## src/rtl/irrigation_pkg.sv

```systemverilog
// Shared types and defaults for the irrigation actuator sequencer.
package irrigation_pkg;

  localparam int unsigned STATE_W = 3;

  typedef enum logic [STATE_W-1:0] {
    ST_IDLE  = 3'd0,
    ST_DRIP  = 3'd1,
    ST_SPRAY = 3'd2,
    ST_DEAD  = 3'd3,
    ST_LOCK  = 3'd4
  } state_e;

  localparam int unsigned DEF_MIN_ON      = 8;
  localparam int unsigned DEF_DEAD        = 2;
  localparam int unsigned DEF_ERR_CONFIRM = 3;
  localparam int unsigned DEF_BLINK_DIV   = 4;

endpackage

```

## src/rtl/irrigation_sequencer_alarm_blinker.sv

```systemverilog
// Alarm lamp blinker: square wave with BLINK_DIV-cycle half-period while en is high,
// first half-period high; cleared whenever en drops.
module alarm_blinker
  import irrigation_pkg::*;
#(
  parameter int unsigned BLINK_DIV = DEF_BLINK_DIV
) (
  input  logic clk,
  input  logic reset,
  input  logic en,
  output logic blink
);

  localparam int unsigned CW = $clog2(BLINK_DIV + 1);
  localparam logic [CW-1:0] CNT_LOAD = CW'(BLINK_DIV - 1);

  logic [CW-1:0] cnt_q, cnt_d;
  logic          blink_q, blink_d;

  // Toggle on every counter wrap; the counter idles at zero so the first enabled edge turns the lamp on.
  always_comb begin
    cnt_d   = '0;
    blink_d = 1'b0;
    if (en) begin
      if (cnt_q == '0) begin
        blink_d = ~blink_q;
        cnt_d   = CNT_LOAD;
      end else begin
        blink_d = blink_q;
        cnt_d   = cnt_q - CW'(1);
      end
    end
  end

  always_ff @(posedge clk) begin
    if (reset) begin
      cnt_q   <= '0;
      blink_q <= 1'b0;
    end else begin
      cnt_q   <= cnt_d;
      blink_q <= blink_d;
    end
  end

  assign blink = blink_q;

endmodule

```

## src/rtl/irrigation_sequencer.sv

```systemverilog
// Actuator stage: drives drip/spray/inlet valves and alarm lamp with minimum on-time,
// drip<->spray dead-time, confirmed-error lockout and alarm blinking.
module irrigation_sequencer
  import irrigation_pkg::*;
#(
  parameter int unsigned MIN_ON      = DEF_MIN_ON,
  parameter int unsigned DEAD        = DEF_DEAD,
  parameter int unsigned ERR_CONFIRM = DEF_ERR_CONFIRM,
  parameter int unsigned BLINK_DIV   = DEF_BLINK_DIV
) (
  input  logic               clk,
  input  logic               reset,
  input  logic               vs_req,
  input  logic               bs_req,
  input  logic               ve_req,
  input  logic               al_req,
  input  logic               err_in,
  input  logic               vazio_in,
  input  logic               ack,
  output logic               vs_out,
  output logic               bs_out,
  output logic               ve_out,
  output logic               al_out,
  output logic               lockout,
  output logic [STATE_W-1:0] state_o
);

  localparam int unsigned TMAX = (MIN_ON > DEAD) ? MIN_ON : DEAD;
  localparam int unsigned TW   = $clog2(TMAX + 1);
  localparam int unsigned EW   = $clog2(ERR_CONFIRM + 1);

  localparam logic [TW-1:0] T_MIN_ON = TW'(MIN_ON - 1);
  localparam logic [TW-1:0] T_DEAD   = TW'(DEAD - 1);
  localparam logic [EW-1:0] E_MAX    = EW'(ERR_CONFIRM);

  localparam logic [STATE_W-1:0] S_IDLE  = ST_IDLE;
  localparam logic [STATE_W-1:0] S_DRIP  = ST_DRIP;
  localparam logic [STATE_W-1:0] S_SPRAY = ST_SPRAY;
  localparam logic [STATE_W-1:0] S_DEAD  = ST_DEAD;
  localparam logic [STATE_W-1:0] S_LOCK  = ST_LOCK;

  logic [STATE_W-1:0] state_q, state_d;
  logic [STATE_W-1:0] target_q, target_d;
  logic [TW-1:0]      timer_q, timer_d, timer_dec;
  logic [EW-1:0]      err_q, err_d;
  logic               lock_hit;
  logic               vs_q, bs_q, ve_q, lock_q;
  logic               blink;

  // Saturating count of consecutive err_in cycles; reaching the limit forces LOCK.
  always_comb begin
    err_d = '0;
    if (err_in) begin
      err_d = (err_q == E_MAX) ? err_q : err_q + EW'(1);
    end
  end

  assign lock_hit  = (err_d == E_MAX);
  assign timer_dec = (timer_q == '0) ? timer_q : timer_q - TW'(1);

  always_comb begin
    state_d  = state_q;
    timer_d  = '0;
    target_d = target_q;
    case (state_q)
      S_IDLE: begin
        if (!vazio_in) begin
          if (vs_req) begin
            state_d = S_DRIP;
            timer_d = T_MIN_ON;
          end else if (bs_req) begin
            state_d = S_SPRAY;
            timer_d = T_MIN_ON;
          end
        end
      end
      S_DRIP: begin
        timer_d = timer_dec;
        if (vazio_in) begin
          state_d = S_IDLE;
        end else if (timer_q == '0 && !vs_req) begin
          state_d  = S_DEAD;
          timer_d  = T_DEAD;
          target_d = bs_req ? S_SPRAY : S_IDLE;
        end
      end
      S_SPRAY: begin
        timer_d = timer_dec;
        if (vazio_in) begin
          state_d = S_IDLE;
        end else if (timer_q == '0 && !bs_req) begin
          state_d  = S_DEAD;
          timer_d  = T_DEAD;
          target_d = vs_req ? S_DRIP : S_IDLE;
        end
      end
      S_DEAD: begin
        timer_d = timer_dec;
        if (timer_q == '0) begin
          if (!vazio_in && ((target_q == S_DRIP && vs_req) || (target_q == S_SPRAY && bs_req))) begin
            state_d = target_q;
            timer_d = T_MIN_ON;
          end else begin
            state_d = S_IDLE;
          end
        end
      end
      S_LOCK: begin
        if (ack && !err_in) begin
          state_d = S_IDLE;
        end
      end
      default: state_d = S_IDLE;
    endcase
    // Confirmed sensor error wins over everything, including minimum on-time.
    if (lock_hit) begin
      state_d = S_LOCK;
      timer_d = '0;
    end
  end

  always_ff @(posedge clk) begin
    if (reset) begin
      state_q  <= S_IDLE;
      target_q <= S_IDLE;
      timer_q  <= '0;
      err_q    <= '0;
      vs_q     <= 1'b0;
      bs_q     <= 1'b0;
      ve_q     <= 1'b0;
      lock_q   <= 1'b0;
    end else begin
      state_q  <= state_d;
      target_q <= target_d;
      timer_q  <= timer_d;
      err_q    <= err_d;
      vs_q     <= (state_d == S_DRIP);
      bs_q     <= (state_d == S_SPRAY);
      ve_q     <= ve_req && (state_d != S_LOCK);
      lock_q   <= (state_d == S_LOCK);
    end
  end

  alarm_blinker #(
    .BLINK_DIV(BLINK_DIV)
  ) u_blinker (
    .clk  (clk),
    .reset(reset),
    .en   (al_req),
    .blink(blink)
  );

  assign vs_out  = vs_q;
  assign bs_out  = bs_q;
  assign ve_out  = ve_q;
  assign lockout = lock_q;
  // Lamp is solid while locked, otherwise the blinker flop.
  assign al_out  = lock_q | blink;
  assign state_o = state_q;

endmodule

```

## config.mk

```make
export PLATFORM = sky130hd
export DESIGN_NAME = irrigation_sequencer
export DESIGN_NICKNAME = d
export VERILOG_FILES = /design/src/rtl/irrigation_pkg.sv /design/src/rtl/irrigation_sequencer_alarm_blinker.sv /design/src/rtl/irrigation_sequencer.sv
export SDC_FILE = /design/constraint.sdc
export NUM_CORES = 1
export LEC_CHECK = 0
export ABC_AREA = 1
export CORE_MARGIN = 5
export CORE_UTILIZATION = 40
export CTS_CLUSTER_SIZE = 28
export DETAILED_ROUTE_END_ITERATION = 8
export PLACE_DENSITY_LB_ADDON = 0.3
export SYNTH_ARGS = -nofsm -noshare
export SYNTH_HDL_FRONTEND = slang
export SYNTH_HIERARCHICAL = 1
export SYNTH_SLANG_ARGS = --single-unit
```

## constraint.sdc

```tcl
create_clock -name clk -period 1.9 [get_ports clk]
set_clock_uncertainty 0.1 [all_clocks]
set_input_delay 0.19 -clock clk [delete_from_list [all_inputs] [get_ports clk]]
set_output_delay 0.19 -clock clk [all_outputs]
set_load 0.02 [all_outputs]
```

# Word-level counts from Yosys, hierarchy flattened
# Index checks and enable logic that the tools add are counted.
[totals]
register_bits = 20
in_bits = 9
output_inout_bits = 8
elab_cells = 86
[op_classes]
eq_ne = 16
n_mux = 33
addsub = 3
bitwise = 3
reduce_logical = 20
[ops]
columns = ["operator", "n"]
rows = [
  ["3-bit 2-to-1 mux", 18],
  ["4-bit 2-to-1 mux", 7],
  ["4-bit case mux with 4 select lines", 1],
  ["3-bit case mux with 5 select lines", 1],
  ["3-bit by 2-bit == test with 1-bit output (second input constant)", 4],
  ["3-bit by 1-bit == test with 1-bit output (second input constant)", 3],
  ["2-bit 2-to-1 mux", 4],
  ["2-bit != test (second input constant)", 4],
  ["1-bit logical AND", 7],
  ["3-bit == test (second input constant)", 2],
  ["3-bit zero test", 2],
  ["3-bit case mux with 2 select lines", 1],
  ["5-bit AND reduction", 1],
  ["2-bit == test (second input constant)", 2],
  ["1-bit zero test", 4],
  ["4-bit zero test", 1],
  ["2-bit OR reduction", 2],
  ["4-bit by 1-bit subtractor with 4-bit output (second input constant)", 1],
  ["3-bit != test (second input constant)", 1],
  ["3-bit OR reduction", 1],
  ["3-bit by 1-bit subtractor with 3-bit output (second input constant)", 1],
  ["2-bit by 1-bit adder with 2-bit output (second input constant)", 1],
  ["1-bit inverter", 2],
  ["2-bit nonzero test", 1],
  ["3 further kinds", 3],
]

# Logic depth before layout (Yosys ltp)
# Gate-level depths: netlist of run 1.
[depth]
depth_word = 10
depth_mapped = 10
depth_no_buf = 10

# Hierarchy
# The synthesis of run 1 kept the hierarchy.
[by_module_without_submodules]
columns = ["mod", "area_each_um2", "cells_per_inst", "n_inst", "seq_area_each_um2"]
rows = [
  ["irrigation_sequencer", 912.1, 154, 1, 300.3],
  ["alarm_blinker", 190.2, 26, 1, 80.1],
]

# Worst setup path before layout of run 1
# OpenSTA, ideal clock, no wires.
[synth_timing]
path_type = "reg-to-reg"
from = "register timer_q[0]"
to = "register target_q[0]"
setup_ns = 0.110
arrival_time_ns = 1.191
path_stages_with_launch = 10
synth_period_minus_slack_ns = 1.400
path_slack_ns = 0.500
path_buffers = 0
required_ns = 1.690
cell_sequence = "dfxtp_1 -> inv_1 -> ha_1 -> nand3_1 -> o21ai_0 -> nand2_1 -> nor2_1 -> nand2_1 -> nand2_1 -> nor2_1"
[synth_via]
elab_chain_len = 4
elab_cells_between_ends = 6
classes_between = "eq/ne (2); reduce/logical (4)"
[synth_rtl]
columns = ["item", "line_no", "text"]
rows = [
  ["from (decl)", "irrigation_sequencer.sv:44", "logic [TW-1:0] timer_q, timer_d, timer_dec;"],
  ["from (signal assigned)", "irrigation_sequencer.sv:135", "timer_q <= timer_d;"],
  ["4-bit zero test (*)", "irrigation_sequencer.sv:81, irrigation_sequencer.sv:91", ""],
  ["1-bit logical AND, on equally long branches", "irrigation_sequencer.sv:91, irrigation_sequencer.sv:81", ""],
  ["2-bit != test (no source line)", "-", ""],
  ["5-bit AND reduction (no source line) (*)", "-", ""],
  ["to (signal assigned)", "irrigation_sequencer.sv:134", "target_q <= target_d;"],
  ["to (decl)", "irrigation_sequencer.sv:43", "logic [STATE_W-1:0] target_q, target_d;"],
]
# Every way passes the cells marked *; elsewhere a longest branch is shown, timed or not.
# A chain may end at the register's enable or synchronous reset.

# Final worst setup path of run 1
[layout_timing]
from = "register u_blinker.blink_q (netlist: u_blinker/blink)"
to = "output port al_out"
[layout_via]
elab_chain_len = 1
[layout_rtl]
columns = ["item", "line_no", "text"]
rows = [
  ["from (decl)", "irrigation_sequencer_alarm_blinker.sv:18", "logic blink_q, blink_d;"],
  ["from (signal assigned)", "irrigation_sequencer_alarm_blinker.sv:41", "blink_q <= blink_d;"],
  ["1-bit bitwise OR", "irrigation_sequencer.sv:158", "assign al_out = lock_q | blink;"],
  ["to (decl)", "irrigation_sequencer.sv:23", "output logic al_out,"],
]
# No other way between the ends.

==> summary.md, run 1 <==
| Metric | Value |
|---|---|
| Crit Path Class | flip-flop to output pin |
| Cell taking the most area after synthesis | dfxtp_1 |
| DR WL/cell | 10.10 µm |
| Pwr/cell area | 779.3 mW/mm² |
| Vias in the first global route | 1,024 |
| First-iteration detailed-routing DRC count | 51 |
| Sw Share | 36.23% |
| Final WL | 2354 µm |
| Clock slew at reported path FFs | 0.10 ns |
| Max Fanout on Critical Path | 3 |
| Largest net degree at the start of global routing | 12 |
| Delay-heaviest family, CP | buffers and inverters |
| Most frequent cells in the layout | nand2_1 (44), nor2_1 (34), inv_1 (29) |
| Num rows | 19 |
| CP Data Required Time | 1.61 ns |
| First-pass DRT Iterations | 4 |
| Yosys warning count | 6 |
| Post-route setup slack | 0.1539 ns |
| #FFs+latches synth | 19 |
| Num CTS Buffers | 3 |
| Outcome | completed |
| Worst min-delay path class | flip-flop to flip-flop |
| Fmax | 572.7 MHz |
| Clock power share | 18.8% |
| Initial Utilization | 41.03% |
| Synth area leaders | dfxtp_1 (35%), nand2_1 (15%), nor2_1 (12%), inv_1 (9.9%), nand3_1 (5.9%) |
| Clock buffer depth | 2 |
| Chip height | 62.50 µm |
| Endpoint class of the critical path | output pin |
| # H-tree levels | 1 |
| Share of the synthesized area in the top cell type | 34.51% |
| Residual DRC | 0 |
| Sequential share of the synthesized area | 34.51% |
| CP arrival | 1.46 ns |
| GRT Total Usage | 12.55% |
| Reg power frac | 44.3% |
| Vias per cell | 4.820 |
| Global placer's final weighted congestion | 0.8733 |
| TNS Setup | 0 ns |
| Logic pwr share | 36.8% |
| Final setup fails | 0 |
| Nets | 215 |
| Post-route ant nets | 0 |
| Share of layout cells above drive strength 1 | 11.39% |
| CP Launch Type | flip-flop |
| Yosys cell types | 20 |
| Pre-CTS setup slack | 0.1490 ns |
| Worst Reg-to-Reg Cells | 10 |
| Crit path cell chain | or2_2, clkdlybuf4s50_1 |
| Worst skew pair latency | 0.29 ns |
| Clk sinks | 19 |
| Hold path start | u_blinker/cnt_q[0] |
| Final hold vios | 0 |
| Hold Crit Endpoint | u_blinker/cnt_q[0] |
| Root Driver | clkbuf_4 |
| DP Wirelength | 1992 µm |
| Slew Limit Headroom | 83.49% |
| Slew Viols, Final | 0 |
| # IOs | 17 |
| Grt total ovfl | 0 |
| # fillers | 285 |
| Cell Int Power | 667.8 µW |
| Post-synthesis net count | 192 |
| Synthesized area | 0.001102 mm² |
| Final min period | 1.746 ns |
| Initial antenna violation count | 0 |
| Die footprint | 0.003906 mm² |
| Post-CTS setup buffers | 0 |
| CTS tree | yes |
| Switch Pwr | 379.4 µW |
| Leak | 0.0006978 µW |
| ANT cells | 0 |
| Vias | 1,123 |
| Slowest stage delay, CP | 0.54 ns |
| Worst-Margin Slew | 0.2451 ns |
| Die W | 62.50 µm |
| Post-CTS Hold Buffers | 0 |
| Slowest cell on crit path | clkdlybuf4s50_1 |
| Flop2flop setup slack | 0.28 ns |
| Reg2Reg Launch Point | timer_q[0] |
| WHS Path Cells | 1 |
| Final Cycle Share | 91.90% |
| First-pass GRT wire length | 4057 µm |
| Commonest non-fill, non-tap cell in the layout | nand2_1 |
| Worst path depth | 2 |
| RSZ-0062 raised after global routing | no |
| Syn-to-layout area delta | 21.91% |
| Post-Synthesis Cells | 180 |
| Total of max-cap violations | 0 |
| Critical R2R Capture | vs_out |
| Post-CTS sizing | 0 |
| Core area | 0.002686 mm² |
| Avg Inst Size Synth | 6.124 µm² |
| IO Port Bufs | 16 |
| CP bufs+invs | 1 |
| VDD IR max | 0.0004708 V |
worst reg2reg max path, cell delays in order, from the launching register on:
cell,delay (ns)
dfxtp_1,0.33
inv_1,0.09
ha_1,0.27
nand2_1,0.08
nor2_1,0.17
nand2_1,0.09
nand3_1,0.10
nand2_1,0.06
nor2_1,0.14
nor2_1,0.05
nor2_1,0.09
sequential cells by signal, indices dropped and copies added, names as in the netlist:
name	flops
lockout	1
timer_q	4
vs_out	1
state_o	3
err_q	2
bs_out	1
target_q	2
u_blinker/cnt_q	3
ve_out	1
u_blinker/blink	1
routing by layer:
metal,track usage (%),up-vias,share of wire (%)
met5,0,-,0
met2,22.02,27,48
met1,14.18,498,44
met3,3.058,4,6.2
met4,5.570,0,1.9
li1,-,594,-
kinds of logic after synthesis:
kind of cell	after synthesis	synth area share (%)
buffers and inverters	35	11.92
and+or+nand+nor	106	41.66
adders and majority gates	3	3.406
DFF	19	34.51
AOI/OAI and AO/OA	16	7.718
xor gates and xnor gates	1	0.7947
cell usage after synthesis:
library cell	n
a21oi_1	9
dfxtp_1	19
ha_1	3
inv_1	29
inv_2	6
nand2_1	44
nand2_2	2
nand3_1	13
nand3_2	2
nand3b_1	1
nand4_1	2
nor2_1	34
nor2_2	6
nor3_1	1
o211ai_1	1
o21a_1	1
o21ai_0	4
o21ai_1	1
or2_2	1
xor2_1	1
layout make-up:
| cell class | count | area [µm²] | share of cell area, % |
|---|---|---|---|
| clock buffer | 3 | 22.52 | 1.676 |
| sequential | 19 | 380.4 | 28.31 |
| tap | 31 | 38.79 | 2.886 |
| timing repair buffer | 18 | 175.2 | 13.04 |
| multi-input combinational | 126 | 590.6 | 43.95 |
| inverter | 35 | 131.4 | 9.777 |
| clock inverter | 1 | 5.005 | 0.3724 |
power groups by stage:
stage	logic [µW]	registers (µW)	clock network (µW)
floorplan	263	485	0
global placement	379	473	0
detailed placement	384	474	0
CTS	386	465	211
global route	438	470	223
finish	386	464	197
through the flow:
stage	power [µW]	area [µm²]	util, %	std cells	hold slack, ns
floorplan	747.5	1102	-	180	0.1591
global placement	851.2	1316	49.00	229	0.3169
detailed placement	858.3	1316	49.00	229	0.3234
CTS	1063	1344	50.02	233	0.3395
global route	1131	1344	50.02	233	0.3571
finish	1047	1344	50.02	233	0.3354
worst max path at each step:
| stage | to | start | slack, ns |
|---|---|---|---|
| 6_report | al_out | u_blinker/blink | 0.15 |
| 5_1_grt | al_out | u_blinker/blink | 0.12 |
| 4_1_cts | al_out | u_blinker/blink | 0.13 |
| 3_5_place_dp | timer_q[0] | err_in | 0.15 |
| 3_3_place_gp | timer_q[0] | err_in | 0.14 |
| 2_1_floorplan | target_q[0] | timer_q[0] | 0.50 |
Power figures use the tool's default switching activity.
==> inputs of run 2 (changes only) <==
--- a/config.mk
+++ b/config.mk
@@ -6,6 +6,7 @@
 export NUM_CORES = 1
 export LEC_CHECK = 0
 export ABC_AREA = 1
+export CAP_MARGIN = 10
 export CORE_MARGIN = 5
 export CORE_UTILIZATION = 40
 export CTS_CLUSTER_SIZE = 28
==> constraint.sdc (replaced) <==
create_clock -name clk -period 1.94 [get_ports clk]
set_clock_uncertainty 0.1 [all_clocks]
set_input_delay 0.194 -clock clk [delete_from_list [all_inputs] [get_ports clk]]
set_output_delay 0.194 -clock clk [all_outputs]
set_load 0.02 [all_outputs]
==> results of run 2 <==
The final DEF is identical to that of run 1. Status: completed.
Main changes from that run: setup slack after placement 0.1490 ns -> 0.1850 ns; setup slack after layout 0.1539 ns -> 0.1899 ns; register-to-register setup slack 0.28 ns -> 0.32 ns; total power 1047 µW -> 1026 µW; worst IR drop on VDD 0.0004708 V -> 0.0004611 V
